--- config.mk ---
export PLATFORM = sky130hd
export DESIGN_NAME = instr_prefetch_queue
export DESIGN_NICKNAME = d
export VERILOG_FILES = /design/src/rtl/instr_prefetch_queue.sv
export SDC_FILE = /design/constraint.sdc
export NUM_CORES = 1
export LEC_CHECK = 0
export CAP_MARGIN = 40
export CORE_MARGIN = 3
export CORE_UTILIZATION = 50
export DETAILED_ROUTE_END_ITERATION = 12
export GPL_TIMING_DRIVEN = 1
export PLACE_DENSITY_LB_ADDON = 0.2
export SYNTH_ARGS = -nofsm -noshare
export SYNTH_HDL_FRONTEND = slang
export SYNTH_SLANG_ARGS = --single-unit
--- constraint.sdc ---
create_clock -name clk -period 3.6 [get_ports clk]
set_input_delay 0.72 -clock clk [delete_from_list [all_inputs] [get_ports clk]]
set_output_delay 0.72 -clock clk [all_outputs]
set_load 0.02 [all_outputs]
--- src/rtl/instr_prefetch_queue.sv ---
// Instruction prefetch queue: single-outstanding fetch engine feeding a DEPTH-entry FIFO
// of {pc, instr} pairs, with redirect flush and drain of a stale in-flight request.
module instr_prefetch_queue #(
  parameter int unsigned DEPTH    = 4,
  parameter logic [31:0] RESET_PC = 32'h0000_0000
) (
  input  logic        clk,
  input  logic        rst,
  output logic        mem_req,
  output logic [31:0] mem_addr,
  input  logic        mem_ack,
  input  logic [31:0] mem_rdata,
  input  logic        redirect,
  input  logic [31:0] redirect_pc,
  input  logic        deq,
  output logic        valid,
  output logic [31:0] instr,
  output logic [31:0] pc,
  output logic [31:0] pc_plus4,
  output logic [3:0]  count
);

  localparam int unsigned AW      = (DEPTH > 1) ? $clog2(DEPTH) : 1;
  localparam logic [3:0]  DEPTH_W = 4'(DEPTH);

  typedef enum logic [1:0] {IDLE, FETCH, DRAIN} state_t;

  state_t        state;
  logic [31:0]   fetch_pc;
  logic [31:0]   q_pc  [DEPTH];
  logic [31:0]   q_ins [DEPTH];
  logic [AW-1:0] head;
  logic [AW-1:0] tail;

  logic          push;
  logic          pop;
  logic [3:0]    count_next;
  logic [31:0]   redirect_aligned;
  logic [31:0]   fetch_pc_inc;

  always_comb begin
    push             = (state == FETCH) && mem_ack && !redirect;
    pop              = deq && (count != '0) && !redirect;
    count_next       = count + {3'b000, push} - {3'b000, pop};
    redirect_aligned = redirect_pc & 32'hFFFF_FFFC;
    fetch_pc_inc     = fetch_pc + 32'd4;
  end

  // mem_addr follows fetch_pc except in DRAIN, where the in-flight address is held
  always_ff @(posedge clk or posedge rst) begin
    if (rst) begin
      state    <= IDLE;
      fetch_pc <= RESET_PC;
      mem_req  <= 1'b0;
      mem_addr <= RESET_PC;
      head     <= '0;
      tail     <= '0;
      count    <= '0;
    end else if (redirect) begin
      head     <= '0;
      tail     <= '0;
      count    <= '0;
      fetch_pc <= redirect_aligned;
      mem_req  <= 1'b1;
      if ((state != IDLE) && !mem_ack) begin
        state <= DRAIN;
      end else begin
        state    <= FETCH;
        mem_addr <= redirect_aligned;
      end
    end else begin
      if (pop)  head <= head + 1'b1;
      if (push) tail <= tail + 1'b1;
      count <= count_next;
      case (state)
        IDLE: begin
          if (count_next < DEPTH_W) begin
            state    <= FETCH;
            mem_req  <= 1'b1;
            mem_addr <= fetch_pc;
          end
        end
        FETCH: begin
          if (mem_ack) begin
            fetch_pc <= fetch_pc_inc;
            mem_addr <= fetch_pc_inc;
            if (count_next == DEPTH_W) begin
              state   <= IDLE;
              mem_req <= 1'b0;
            end
          end
        end
        DRAIN: begin
          if (mem_ack) begin
            state    <= FETCH;
            mem_addr <= fetch_pc;
          end
        end
        default: begin
          state   <= IDLE;
          mem_req <= 1'b0;
        end
      endcase
    end
  end

  always_ff @(posedge clk) begin
    if (push) begin
      q_pc[tail]  <= fetch_pc;
      q_ins[tail] <= mem_rdata;
    end
  end

  always_comb begin
    valid    = (count != '0);
    instr    = valid ? q_ins[head] : '0;
    pc       = valid ? q_pc[head] : '0;
    pc_plus4 = valid ? (q_pc[head] + 32'd4) : '0;
  end

endmodule

# After elaboration in Yosys (flattened, before gate mapping)
# Memories as Yosys holds them, arrays and structs flattened.
# Index checks and enable logic that the tools add are counted.
# W data, S select, Z words.
# totals
mem_bits_rw,256
wordCells,74
output_inout_bits,134
ff_bits,75
memories,2
inputBits,69
# classes
magnitude_cmp,1
add_sub_neg,6
eq_ne,9
reduce_logical,19
mux,30
# mem_list
name,words,width,rd,rd_clocked_by_memory_dff,write_ports,line,text
q_ins,4,32,1,0,1,31,logic [31:0] q_ins [DEPTH];
q_pc,4,32,1,0,1,30,logic [31:0] q_pc [DEPTH];
# op_table
operator,count
$mux W32,10
$pmux W32 S3,1
$add A32 B3 Y32 const B,2
$mux W2,10
$reduce_bool A2 Y1,5
$ne A3 B3 Y1 const B,3
$reduce_and A4 Y1,2
$reduce_bool A4 Y1,2
$mux W1,6
$pmux W2 S3,1
$logic_and A1 B1 Y1,5
$reduce_and A5 Y1,1
$add A2 B1 Y2 const B,2
$add A4 B1 Y4,1
$eq A4 B3 Y1 const B,1
$lt A4 B3 Y1 const B,1
$mux W4,1
$ne A2 B2 Y1 const B,2
$sub A4 B1 Y4,1
$ne A3 B2 Y1 const B,1
$pmux W1 S3,1
$eq A2 B1 Y1 const B,1
$eq A2 B2 Y1 const B,1
$logic_not A1 Y1,2
other kinds (2),2

# Longest topological paths before layout
# Gate-level depths: netlist (run 1).
# depth
ltp_word,10
ltp_mapped,17
ltp_nobuf,16

# Least setup slack after synthesis (run 1)
# Ideal clock, no wire load.
# synth_timing
kind,input to register
startpoint,in redirect
endpoint,reg mem_addr[10]
slack_ps,-314
required_ps,3475
arrival_time_ps,3790
setup_time_ps,125
n_path_buf,4
path_stages,14
path_cell_list,buf_2 > buf_1 > buf_1 > nor2_1 > ha_1 > inv_1 > ha_1 > inv_1 > fa_1 > xor2_1 > a2111oi_2 > a221oi_1 > buf_2 > mux2_2
# synth_between
elab_chain_len,7
word_cells_on_any_way,13
cone_classes,add/sub (2); order compare (1); eq/ne (4); mux (1); reduce/logical (5)
# synth_rtl
element,line,text
start: declaration,13,"input logic redirect,"
$logic_not A1 Y1,"42, 43",
$logic_and A1 B1 Y1,42,push = (state == FETCH) && mem_ack && !redirect;
$add A4 B1 Y4,44,"count_next = count + {3'b000, push} - {3'b000, pop};"
$sub A4 B1 Y4,44,
$lt A4 B3 Y1,77,if (count_next < DEPTH_W) begin
$ne A3 B3 Y1 (no source line),n/a,
$reduce_and A5 Y1 (no source line),n/a,
end signal: assignment,80,mem_addr <= fetch_pc;
end signal: assignment,86,mem_addr <= fetch_pc_inc;
end signal: assignment,96,mem_addr <= fetch_pc;
end: declaration,10,"output logic [31:0] mem_addr,"
# Several ways; a longest one is shown, not always the timed one.
# A chain may end at the register's enable or synchronous reset.

# Worst setup path after layout (run 1)
# layout_timing
startpoint,reg head[0]
endpoint,out pc_plus4[21]
# layout_between
elab_chain_len,3
# layout_rtl
element,line,text
start: declaration,32,logic [AW-1:0] head;
start signal: assignment,72,if (pop) head <= head + 1'b1;
$mem_v2 Z4 W32,n/a,
$add A32 B3 Y32,118,pc_plus4 = valid ? (q_pc[head] + 32'd4) : '0;
$mux W32,118,
end: declaration,19,"output logic [31:0] pc_plus4,"
# No other way between the ends.

==> results of run 1 <==
==> flip-flops by register name, summed over array words and instances, names as in the netlist <==
register / flops
mem_req: 1
q_pc: 120
fetch_pc: 30
count: 4
q_ins: 128
tail: 2
head: 2
state: 2
mem_addr: 31
==> metrics by stage <==
| step | setup slack [ns] | total power [mW] | hold WS, ns |
|---|---|---|---|
| 2_1_floorplan | 0.0470 | 8.42 | 0.471 |
| 3_3_place_gp | -0.663 | 11.2 | 0.483 |
| 3_5_place_dp | -0.311 | 11.3 | 0.481 |
| 4_1_cts | -0.0645 | 14.8 | 0.392 |
| 5_1_grt | -0.0564 | 15.6 | 0.391 |
| 6_report | 0.0376 | 14.8 | 0.409 |
==> repair_timing <==
| action | in CTS | in global routing |
|---|---|---|
| hold endpoints to repair | 0 | 0 |
| setup endpoints to repair | 59 | 58 |
| setup buffers | 4 | 18 |
| pin swaps | 2 | 11 |
| cloned | 2 | 0 |
| resized for setup | 101 | 44 |
==> final cells by class <==
type / instances / area (sq um) / area share [%]
clock buffers: 44 / 962 / 5.09
clock inverters: 17 / 186 / 0.987
inverters: 30 / 113 / 0.596
multi-input cells: 566 / 5130 / 27.2
flip-flops and latches: 320 / 9250 / 49.0
well taps: 378 / 473 / 2.50
repair buffers: 291 / 2770 / 14.7
==> synth_stat cells (all sizes together), types with 2 or more instances <==
| master | instances | area, sq um |
|---|---|---|
| dfrtp | 72 | 1800 |
| o21ai | 12 | 60.1 |
| and3 | 3 | 23.8 |
| a211oi | 3 | 22.5 |
| edfxtp | 248 | 7450 |
| nand2b | 11 | 76.3 |
| or3 | 5 | 36.3 |
| ha | 11 | 138 |
| a21boi | 8 | 60.1 |
| mux4 | 62 | 1470 |
| nor3 | 30 | 155 |
| nand4 | 14 | 103 |
| nand3 | 23 | 133 |
| mux2 | 42 | 473 |
| inv | 29 | 109 |
| and4 | 9 | 83.8 |
| buf | 36 | 244 |
| nor4b | 2 | 17.5 |
| nor2b | 3 | 18.8 |
| nor4 | 10 | 105 |
| xnor2 | 40 | 350 |
| nor2 | 70 | 263 |
| xor2 | 46 | 403 |
| a21oi | 25 | 125 |
| clkbuf | 21 | 78.8 |
| nand3b | 2 | 15.0 |
| nor3b | 3 | 22.5 |
| nand2 | 37 | 146 |
| and2 | 69 | 432 |
| mux2i | 11 | 110 |
==> worst min path at each step <==
stage | start | endpoint | slack, ns
2_1_floorplan | fetch_pc[7]$_DFFE_PP0P_ | q_pc[0][7]$_DFFE_PP_ | 0.47
3_3_place_gp | mem_req$_DFFE_PP0P_ | mem_req$_DFFE_PP0P_ | 0.48
3_5_place_dp | mem_req$_DFFE_PP0P_ | mem_req$_DFFE_PP0P_ | 0.48
4_1_cts | rst | mem_req$_DFFE_PP0P_ | 0.39
5_1_grt | rst | mem_req$_DFFE_PP0P_ | 0.39
6_report | rst | mem_req$_DFFE_PP0P_ | 0.41
==> kinds of logic (layout without fill, tap and decap cells) <==
kind of cell    count (synthesis)  in the layout  share of synthesized area (%)
fa+ha+maj                      12             12                           1.08
buf+inv                        87            382                           2.98
compound gates                 56             56                           2.31
simple gates                  291            293                           11.2
flops                         320            320                           63.3
mux                           115            115                           14.0
other cells                     1              4                         0.0257
xor+xnor                       86             86                           5.15
==> metal layers <==
layer | wire length [um] | global-route usage [%] | part of all wire [%] | vias up
li1 | - | - | - | 4164
met1 | 14400 | 30.0 | 45 | 4307
met2 | 14700 | 32.3 | 46 | 297
met3 | 2000 | 3.50 | 6.3 | 54
met4 | 751 | 5.47 | 2.4 | 0
met5 | 0 | 0 | 0 | -
==> power by group through the flow <==
stage	Clock (mW)	Sequential [mW]	Combinational (mW)
6_report	3.54	4.71	6.56
5_1_grt	3.79	4.76	7.02
4_1_cts	3.63	4.71	6.49
3_5_place_dp	0	4.78	6.50
3_3_place_gp	0	4.77	6.45
2_1_floorplan	0	4.91	3.51
==> qor.yml, run 1 <==
insertedDiodeCount: 0
timing.reg2reg.worst_path_depth: 17
detailedRoute.firstIterationViolations: 635
detail_route.drc_violations: 0
final_cell_mix: "sky130_fd_sc_hd__edfxtp_1, sky130_fd_sc_hd__clkdlybuf4s50_1, sky130_fd_sc_hd__buf_4"
crit-reg2reg-launch: "count[2]$_DFF_PP0_"
firstDrtPassIters: 5
max-slew-margin-rel_pct: 56.9
design.core.area_sq_mm: 0.0283
utilization_pct: 66.7
maxSlewViolCount: 0
crit_path_top_delay_cell: "sky130_fd_sc_hd__dfrtp_4"
synthesis.area_sq_mm: 0.0146
place_area_sq_mm: 0.0174
share_seq_of_total_power_pct: 31.8
layout.cells.most_common: "sky130_fd_sc_hd__edfxtp_1"
power_report.internal_total_mw: 9.80
ff2ff_setup_slack_ns: 0.30
rsz0062_at_grt: "yes"
worst-endpoint-arrival_ns: 2.84
achievable-frequency_ghz: 0.281
grt.overflow.total: 0
total_of_max_cap_violations: 0
detailedPlacementHpwl_mm: 20.7
fin_nets: 1324
period_needed_ns: 3.56
synth_enable_flop_cells: 248
placementRows: 61
critical_path.reg2reg.endpoint: "mem_addr[26]$_DFFE_PP0P_"
cts.hold.buffers_added: 0
yosys_most_used_dff: "sky130_fd_sc_hd__edfxtp_1"
grt_usage_pct: 20.5
ant_nets: 0
totalWireLength_mm: 31.8
setup_tns_ns: 0
die-area_sq_mm: 0.0313
postSynthRegisterBits: 320
port_buffers: 196
synthDistinctLibCells: 61
clock_skew_ns: 0.00934
final_design_area_no_fill_sq_mm: 0.0189
route.detailed.wl_per_inst_um: 19.3
power.net_switching_mw: 5.01
place.detailed.instances: 1561
worst_vdd_drop_mv: 0.593
hp-class: "input port to asynchronous set/reset pin"
critPathKind: "flop to output pin"
cts.clk_slew.worst_paths_ns: 0.07
fin_crit_sh_pct: 99.0
worstPathRequired_ns: 2.88
synth-warning-count: 0
hold_viol: 0
timing.critical_path.slowest_cell_delay_ns: 0.57
number_of_global_route_vias_before_repair: 9041
clock-sinks: 320
cts_tree: "done"
grt_first_pass_wirelength_mm: 50.4
clockPowerShare_pct: 23.9
area_growth_syn_to_layout_pct: 29.2
globalplace.congestion: 0.797
final.fill_count: 2020
timing.critical_path.cells: "buf_8 -> mux4_2 -> and3_4 -> nand3_4 -> buf_4 -> or3_1 -> a21oi_2 -> buf_6"
syn-mean-instance-area_sq_um: 15.1
power.leakage_nw: 6.72
top_cell_family_by_delay_on_the_critical_path: "simple AND/OR/NAND/NOR gates"
crit_path_max_fanout: 8
worstSetupStartpoint: "head[0]$_DFFE_PP0P_"
share_comb_of_total_power_pct: 44.3
worst_pin_slew_ns: 0.647
kind_of_start_point_of_the_critical_path: "flop"
netlist_instances: 968
cts-buffers-inserted: 34
initial_core_utilization_pct: 51.6
die_x_um: 177
worst_skew_pair.late_latency_ns: 0.50
die_height_um: 177
vias: 8822
cts_root_buffer: "sky130_fd_sc_hd__clkbuf_16"
power-per-cell-area_mw_per_mm2: 784
cts-htree-levels: 2
power.switching_fraction_pct: 33.8
run_status: "finished clean"
yosysSeqAreaShare_pct: 63.3
finish.cell_count_without_fillers: 1646
ctsLongestPathBuffers: 3
number_of_primary_i_o_pins: 203
end_kind: "output pin"
routed_via_density: 5.36
initial_antenna_violation_count: 0
postSynth.asyncResetShare_pct: 22.5
worst-path-stages: 8
layout-drive-gt1-share_pct: 24.0
crit_buf_inv: 3
grt_start_max_net_pins: 63
setup_viol: 0
critPathCapture: "pc_plus4[21]"
(Power assumes the default switching activity.)
==> inputs of run 2 (changes only) <==
--- a/config.mk
+++ b/config.mk
@@ -7,10 +7,11 @@
 export LEC_CHECK = 0
 export CAP_MARGIN = 40
 export CORE_MARGIN = 3
-export CORE_UTILIZATION = 50
+export CORE_UTILIZATION = 55
 export DETAILED_ROUTE_END_ITERATION = 12
 export GPL_TIMING_DRIVEN = 1
 export PLACE_DENSITY_LB_ADDON = 0.2
+export SLEW_MARGIN = 20
 export SYNTH_ARGS = -nofsm -noshare
 export SYNTH_HDL_FRONTEND = slang
 export SYNTH_SLANG_ARGS = --single-unit
==> constraint.sdc (replaced) <==
create_clock -name clk -period 3.4 [get_ports clk]
set_input_delay 0.68 -clock clk [delete_from_list [all_inputs] [get_ports clk]]
set_output_delay 0.68 -clock clk [all_outputs]
set_load 0.02 [all_outputs]
==> qor.yml, run 2 (synthesis gave the netlist of run 1 again) <==
grt_first_pass_wirelength_mm: 50.7
initial_core_utilization_pct: 56.1
final_cell_mix: "sky130_fd_sc_hd__edfxtp_1, sky130_fd_sc_hd__clkdlybuf4s50_1, sky130_fd_sc_hd__buf_4"
worstPathRequired_ns: 2.72
largest_reg_flops: 128
grt_usage_pct: 22.3
crit-reg2reg-launch: "count[2]$_DFF_PP0_"
hold_viol: 0
final_design_area_no_fill_sq_mm: 0.0189
clock-sinks: 320
clock_skew_ns: 0.00974
max-slew-margin-rel_pct: 56.2
place_area_sq_mm: 0.0175
ff_latch_area_sq_mm: 0.00926
largest_register: "q_ins"
period_needed_ns: 3.64
power_total_mw: 15.7
grt_start_max_net_pins: 73
hold_start: "mem_req$_DFFE_PP0P_"
end_kind: "output pin"
power.leakage_nw: 6.85
violations: "negative setup slack"
number_of_primary_i_o_pins: 203
placementRows: 59
cts-htree-levels: 1
kind_of_start_point_of_the_critical_path: "flop"
layout-drive-gt1-share_pct: 25.2
setup_viol: 47
power-per-cell-area_mw_per_mm2: 828
detail_route.drc_violations: 0
run_status: "finished, violations left"
fin_nets: 1325
detailedPlacementHpwl_mm: 21.0
cts.clk_slew.worst_paths_ns: 0.06
cts_root_buffer: "sky130_fd_sc_hd__clkbuf_16"
crit_path_max_fanout: 7
multi_input_comb_area_sq_mm: 0.00522
die-area_sq_mm: 0.0286
worst_skew_pair.late_latency_ns: 0.55
largestRegisters: "q_ins: 128 flops, q_pc: 120 flops, mem_addr: 31 flops"
detailedRoute.firstIterationViolations: 650
die_height_um: 169
fin_crit_sh_pct: 107
rsz0062_at_grt: "yes"
total_of_max_cap_violations: 0
die_x_um: 169
ctsLongestPathBuffers: 3
ant_nets: 0
worst-endpoint-arrival_ns: 2.96
maxSlewViolCount: 0
routed_via_density: 5.60
ff2ff_setup_slack_ns: 0.18
cts_tree: "done"
finalWorstSetupSlack_ns: -0.236
vias: 8971
area_growth_syn_to_layout_pct: 29.4
number_of_global_route_vias_before_repair: 9063
worst_pin_slew_ns: 0.657
min_path_cells: 1
cts-buffers-inserted: 31
globalplace.congestion: 0.813
firstDrtPassIters: 5
totalWireLength_mm: 32.2
design.core.area_sq_mm: 0.0261
final.fill_count: 1720
initial_antenna_violation_count: 0
critPathKind: "flop to output pin"
route.detailed.wl_per_inst_um: 20.1
port_buffers: 196
critical_path.reg2reg.endpoint: "mem_addr[9]$_DFFE_PP0P_"
worst_vdd_drop_mv: 0.548
achievable-frequency_ghz: 0.275
hold_end: "mem_req$_DFFE_PP0P_"
layout.cells.most_common: "sky130_fd_sc_hd__edfxtp_1"
insertedDiodeCount: 0
grt.overflow.total: 0
timing.reg2reg.worst_path_depth: 17
utilization_pct: 72.6
hp-class: "flop to flop"
==> run 2: layout make-up <==
| type | instances | area share [%] |
|---|---|---|
| multi-input combinational | 566 | 27.6 |
| clock inverter | 22 | 1.60 |
| tap | 335 | 2.22 |
| timing repair buffer | 295 | 14.9 |
| inverter | 30 | 0.595 |
| clock buffer | 35 | 4.18 |
| sequential | 320 | 48.9 |
==> run 2: how the worst max path moves through the flow <==
stage,start,end,slack (ns)
6_report,head[0]$_DFFE_PP0P_,pc_plus4[21],-0.24
5_1_grt,head[0]$_DFFE_PP0P_,pc_plus4[21],-0.32
4_1_cts,head[0]$_DFFE_PP0P_,pc_plus4[29],-0.24
3_5_place_dp,mem_ack,mem_addr[14]$_DFFE_PP0P_,-0.50
3_3_place_gp,mem_ack,mem_addr[16]$_DFFE_PP0P_,-0.70
2_1_floorplan,redirect,mem_addr[10]$_DFFE_PP0P_,0.01
==> run 2: power breakdown <==
group          internal, mW  total, mW  switching [mW]
combinational          3.38       7.04            3.66
sequential             4.67       4.99           0.314
clock                  2.26       3.63            1.37
==> run 2: repair_timing <==
action | 4_1_cts | 5_1_grt
pin swaps | 16 | 19
hold buffers | 0 | 0
setup endpoints to repair | 99 | 97
gates cloned | 2 | 1
resized for setup | 207 | 32
setup buffers | 9 | 12
==> run 2: layer usage <==
metal	GRT usage [%]	part of all wire (%)	up-vias
met4	5.22	2.4	0
li1	-	-	4152
met2	36.6	48	318
met3	2.97	6.3	57
met5	0	0	-
met1	32.5	44	4444
==> run 2: per-stage QoR <==
stage | worst slack (ns) | hold WS [ns] | std cells | TNS, ns
final | -0.236 | 0.491 | 1603 | -3.58
after global routing | -0.319 | 0.528 | 1603 | -8.88
after CTS | -0.245 | 0.502 | 1590 | -7.25
after detailed placement | -0.503 | 0.488 | 1522 | -13.89
after global placement | -0.701 | 0.484 | 1521 | -21.69
after floorplan | 0.0136 | 0.471 | 971 | 0
==> run 2: critical path, cell delays in order (launching register included) <==
cell and delay, ns:
sky130_fd_sc_hd__dfrtp_4 0.55, sky130_fd_sc_hd__buf_12 0.18, sky130_fd_sc_hd__buf_8 0.12, sky130_fd_sc_hd__mux4_2 0.33, sky130_fd_sc_hd__and4_4 0.31, sky130_fd_sc_hd__nand4_4 0.21
sky130_fd_sc_hd__or3_4 0.45, sky130_fd_sc_hd__a21oi_4 0.13, sky130_fd_sc_hd__buf_6 0.13
